File: src/rtl/inst_decode_stage.sv
// rtl/inst_decode_stage.sv - queue-buffered instruction decode stage
// Holds fetched {inst, pc} pairs in order and presents the head entry decoded.
module inst_decode_stage #(
  parameter int XLEN  = 32,
  parameter int DEPTH = 4,
  parameter int CNT_W = $clog2(DEPTH + 1)
) (
  input  logic             clock,
  input  logic             reset,
  input  logic             flush,
  input  logic             in_valid,
  output logic             in_ready,
  input  logic [31:0]      inst,
  input  logic [XLEN-1:0]  pc_in,
  output logic             out_valid,
  input  logic             out_ready,
  output logic [XLEN-1:0]  pc_out,
  output logic [4:0]       opcode,
  output logic [4:0]       rd,
  output logic [4:0]       rs,
  output logic [4:0]       rt,
  output logic [4:0]       shamt,
  output logic [4:0]       aluop,
  output logic [XLEN-1:0]  imm_sext,
  output logic [XLEN-1:0]  target_zext,
  output logic [2:0]       itype,
  output logic             illegal,
  output logic [CNT_W-1:0] count
);

  localparam int PTR_W = (DEPTH > 1) ? $clog2(DEPTH) : 1;

  localparam logic [2:0] IT_R   = 3'd0;
  localparam logic [2:0] IT_I   = 3'd1;
  localparam logic [2:0] IT_JI  = 3'd2;
  localparam logic [2:0] IT_JII = 3'd3;
  localparam logic [2:0] IT_ILL = 3'd4;

  logic [31:0]      inst_mem_q [DEPTH];
  logic [31:0]      inst_mem_d [DEPTH];
  logic [XLEN-1:0]  pc_mem_q   [DEPTH];
  logic [XLEN-1:0]  pc_mem_d   [DEPTH];
  logic [PTR_W-1:0] head_q, head_d;
  logic [PTR_W-1:0] tail_q, tail_d;
  logic [CNT_W-1:0] count_q, count_d;

  logic        push;
  logic        pop;
  logic [31:0] head_inst;

  assign out_valid = (count_q != '0);
  assign in_ready  = (count_q < CNT_W'(DEPTH)) | out_ready;
  assign push      = in_valid & in_ready;
  assign pop       = out_valid & out_ready;
  assign count     = count_q;

  always_comb begin
    inst_mem_d = inst_mem_q;
    pc_mem_d   = pc_mem_q;
    head_d     = head_q;
    tail_d     = tail_q;
    count_d    = count_q;
    if (flush) begin
      head_d  = '0;
      tail_d  = '0;
      count_d = '0;
    end else begin
      if (push) begin
        inst_mem_d[tail_q] = inst;
        pc_mem_d[tail_q]   = pc_in;
        tail_d             = tail_q + PTR_W'(1);
      end
      if (pop) begin
        head_d = head_q + PTR_W'(1);
      end
      case ({push, pop})
        2'b10:   count_d = count_q + CNT_W'(1);
        2'b01:   count_d = count_q - CNT_W'(1);
        default: count_d = count_q;
      endcase
    end
  end

  always_ff @(posedge clock) begin
    if (reset) begin
      head_q  <= '0;
      tail_q  <= '0;
      count_q <= '0;
    end else begin
      head_q  <= head_d;
      tail_q  <= tail_d;
      count_q <= count_d;
    end
  end

  // Payload storage needs no reset; only pointers define what is valid.
  always_ff @(posedge clock) begin
    inst_mem_q <= inst_mem_d;
    pc_mem_q   <= pc_mem_d;
  end

  assign head_inst   = inst_mem_q[head_q];
  assign pc_out      = pc_mem_q[head_q];
  assign opcode      = head_inst[31:27];
  assign rd          = head_inst[26:22];
  assign rs          = head_inst[21:17];
  assign rt          = head_inst[16:12];
  assign shamt       = head_inst[11:7];
  assign imm_sext    = {{(XLEN-17){head_inst[16]}}, head_inst[16:0]};
  assign target_zext = {{(XLEN-27){1'b0}}, head_inst[26:0]};

  always_comb begin
    itype = IT_ILL;
    aluop = 5'd0;
    case (head_inst[31:27])
      5'b00000: begin
        itype = IT_R;
        aluop = head_inst[6:2];
      end
      5'b00101, 5'b00111, 5'b01000: itype = IT_I;
      5'b00010, 5'b00110: begin
        itype = IT_I;
        aluop = 5'b00001;
      end
      5'b00001, 5'b00011, 5'b10110, 5'b10101: itype = IT_JI;
      5'b00100: itype = IT_JII;
      default:  itype = IT_ILL;
    endcase
    // Empty queue reports a benign R-type so stale storage never looks illegal.
    if (!out_valid) begin
      itype = IT_R;
      aluop = 5'd0;
    end
    illegal = (itype == IT_ILL);
  end

endmodule

File: config.mk
export PLATFORM = sky130hd
export DESIGN_NAME = inst_decode_stage
export DESIGN_NICKNAME = d
export VERILOG_FILES = /design/src/rtl/inst_decode_stage.sv
export SDC_FILE = /design/constraint.sdc
export NUM_CORES = 1
export LEC_CHECK = 0
export BUFFER_PORTS_ARGS = -buffer_cell sky130_fd_sc_hd__clkbuf_2
export CORE_MARGIN = 3
export CORE_UTILIZATION = 59
export CTS_BUF_LIST = sky130_fd_sc_hd__clkbuf_4 sky130_fd_sc_hd__clkbuf_8 sky130_fd_sc_hd__clkbuf_16
export CTS_CLUSTER_DIAMETER = 60
export DETAILED_ROUTE_END_ITERATION = 7
export PLACE_DENSITY = 0.85
export SLEW_MARGIN = 10
export SYNTH_ARGS = -nofsm -noshare
export SYNTH_HDL_FRONTEND = slang
export SYNTH_SLANG_ARGS = --single-unit
File: constraint.sdc
create_clock -name clock -period 4.89 [get_ports clock]
set_input_delay 0.7335 -clock clock [delete_from_list [all_inputs] [get_ports clock]]
set_output_delay 0.7335 -clock clock [all_outputs]
set_load 0.03 [all_outputs]
==> flow_summary.yaml <==
outcome:
  status: "finished clean"
timing:
  rsz0062_at_grt: "no"
  final-hold-violation-count: 0
  fin_crit_sh_pct: 75.3
  worst_clock_skew_ns: 0.0109
  fin_crit_ns: 3.68
  tns_ns: 0
  drv_slew: 0
  hold_slack_ns: 0.437
  fmaxAchievable_ghz: 0.272
  max-slew-margin-rel_pct: 34.1
  tightest_slew_ns: 0.988
  setup_viol: 0
place:
  gp_congestion: 0.705
  placed_cells: 816
  dp_hpwl_mm: 10.6
  place_area_sq_um: 11000
  numPortBuffers: 198
global_route:
  grt_max_degree: 65
  antenna_found_initial: 0
  grt_pass1_vias: 5071
  grtUsageTotal_pct: 19.7
  grt_pass1_wl_mm: 28.1
  overflow: 0
final_layout:
  fin_cells: 863
  fin_util_pct: 71.4
  fillers: 1005
  diodes: 0
  syn_to_final_growth_pct: 17.2
  final_nets: 699
  drive_gt1_share_pct: 49.5
  final_cell_area_sq_um: 12000
logic_synthesis:
  synth_top_area_share_pct: 75.3
  synth_area_sq_um: 10200
  synth.area.top_cells: "edfxtp_1 (75%), mux4_2 (14%), buf_4 (4.2%)"
  ys.flop_type: "edfxtp_1"
  seq_area_frac_synth_pct: 76.7
  async_flop_share_pct: 0
  avgSynthCellArea_sq_um: 22.0
  synth_seq_cells: 263
  synth_cell_types: 33
  yosys_warnings: 0
  synth_largest_area_cell: "edfxtp_1"
  syn_inst: 464
  synth-edff-count: 256
clock_network:
  cts_inserted_buffers: 26
  max-clock-path-buffers: 3
  cts-root-buf: "clkbuf_16"
  cts_resized: 0
  cts_setup_buffers: 0
  worstSkewPairLatency_ns: 0.52
  path_clk_slew_ns: 0.06
  cts_tree: "done"
  clock-sinks: 263
  hold_buffers: 0
  cts.htree.levels: 1
worst_setup_path:
  start_kind: "flip-flop"
  cp.required_ns: 4.16
  end_kind: "output pin"
  arrival_ns: 2.95
  rrSetupSlack_ns: 2.32
  critPathSlowestCell: "mux4_1"
  worst-path-buf-inv: 1
  critical_path_class: "flip-flop to output pin"
  critical-path-max-stage-delay_ns: 0.77
  crit_family: "multiplexers"
  cp_max_fo: 29
  crit_path_cell_trace: "mux4_1 -> or3_4 -> a21oi_2 -> a311oi_1 -> clkbuf_2"
drt:
  detail-route-antenna-nets: 0
  vias_per_cell: 5.64
  avgRoutedWirePerCell_microns: 21.5
  dr.pass1.iters: 4
  vias: 4868
  routed_wl_mm: 18.6
  drc_errors: 0
  drt_iter0_markers: 303
floorplanning:
  coreArea_sq_um: 16800
  rows: 47
  ioPinCount: 204
  start_util_pct: 60.9
  die_w_microns: 138
  die-area_sq_um: 18900
  die_h_microns: 138
pwr:
  intPower_mw: 3.96
  switching_share_pct: 21.0
  p_leak_nw: 4.20
  powerDensity_nw_per_um2: 419
  p_clk_share_pct: 42.9
  p_switching_mw: 1.05
  combPwrFrac_pct: 6.7
  pwr-share-seq_pct: 50.4
  ir_drop_mv: 0.367
job:
  maxCapViolations: 0
min_path:
  hp-class: "input port to flip-flop"
==> through the flow <==
| step | power [mW] | setup WS [ns] |
|---|---|---|
| final | 5.01 | 1.21 |
| after global routing | 5.15 | 1.01 |
| after CTS | 5.05 | 1.14 |
| after detailed placement | 2.91 | 1.69 |
| after global placement | 2.90 | 1.77 |
| after floorplan | 2.82 | 1.54 |
==> per-layer routing <==
layer  vias up  wire [microns]  global-route usage (%)
li1       2140               -                       -
met1      2483            7230                    26.1
met2       210            9520                    33.2
met3        35            1430                    4.97
met4         0             376                    5.32
met5         -               0                       0
==> cell usage in the layout (no fill, tap or decap), types with 5 or more instances in the layout <==
cell	netlist	layout
and2_1	9	5
ha_1	5	5
conb_1	1	5
inv_1	8	8
mux4_2	62	62
bufinv_16	0	6
a21oi_1	6	6
clkbuf_16	0	27
edfxtp_1	256	256
dfxtp_1	7	5
nor2_1	8	8
clkinv_2	0	8
clkbuf_2	0	198
==> logic make-up (layout without fill, tap and decap cells) <==
logic type	count (synthesis)	in the layout	share of synthesized area [%]
other cells	1	5	0.0367
mux	64	64	14.2
compound gates	12	12	0.748
flops	263	263	76.7
xor+xnor	6	6	0.515
buf+inv	80	255	5.21
simple gates	32	32	1.83
fa+ha+maj	6	6	0.809
==> power by group through the flow <==
stage	registers [mW]	clock network (mW)	logic, mW
final	2.53	2.15	0.335
after floorplan	2.57	0	0.251
after CTS	2.53	2.18	0.338
after global routing	2.53	2.26	0.359
after global placement	2.57	0	0.326
after detailed placement	2.57	0	0.335
==> flip-flops by register name (all words and copies together), names as in the netlist <==
signal	cells
count	3
head_q	2
tail_q	2
pc_mem_q	128
inst_mem_q	128
==> Yosys cell counts, types with 2 or more instances <==
master      n
xor2_1      4
clkbuf_1    3
nor2_1      8
edfxtp_1  256
or3_4       2
buf_1       3
ha_1        5
nor3_1      2
dfxtp_1     7
xnor2_1     2
nand2_1     2
buf_2       8
and2_1      9
buf_4      57
a311oi_1    2
nand2b_1    2
mux4_2     62
nand3_1     2
a21oi_1     6
inv_1       8
mux4_1      2
==> final cells by class <==
cell class	count	area [sq um]	area share [%]
Clock buffer	29	697	5.82
Clock inverter	18	246	2.06
Inverter	8	30.0	0.251
Multi-Input combinational cell	125	1880	15.7
Sequential cell	263	7840	65.5
Tap cell	220	275	2.30
Timing Repair Buffer	200	1010	8.41
==> final timing paths <==
kind                           from                      to  cells after the start
max          head_q[0]$_SDFFE_PP0P_                itype[2]                      5
min                        pc_in[8]  pc_mem_q[72]$_DFFE_PP_                      1
max reg2reg   count[2]$_SDFFE_PP0P_   count[2]$_SDFFE_PP0P_                      9
min reg2reg  tail_q[1]$_SDFFE_PP0P_  tail_q[1]$_SDFFE_PP0P_                      2
(Power assumes the default switching activity.)
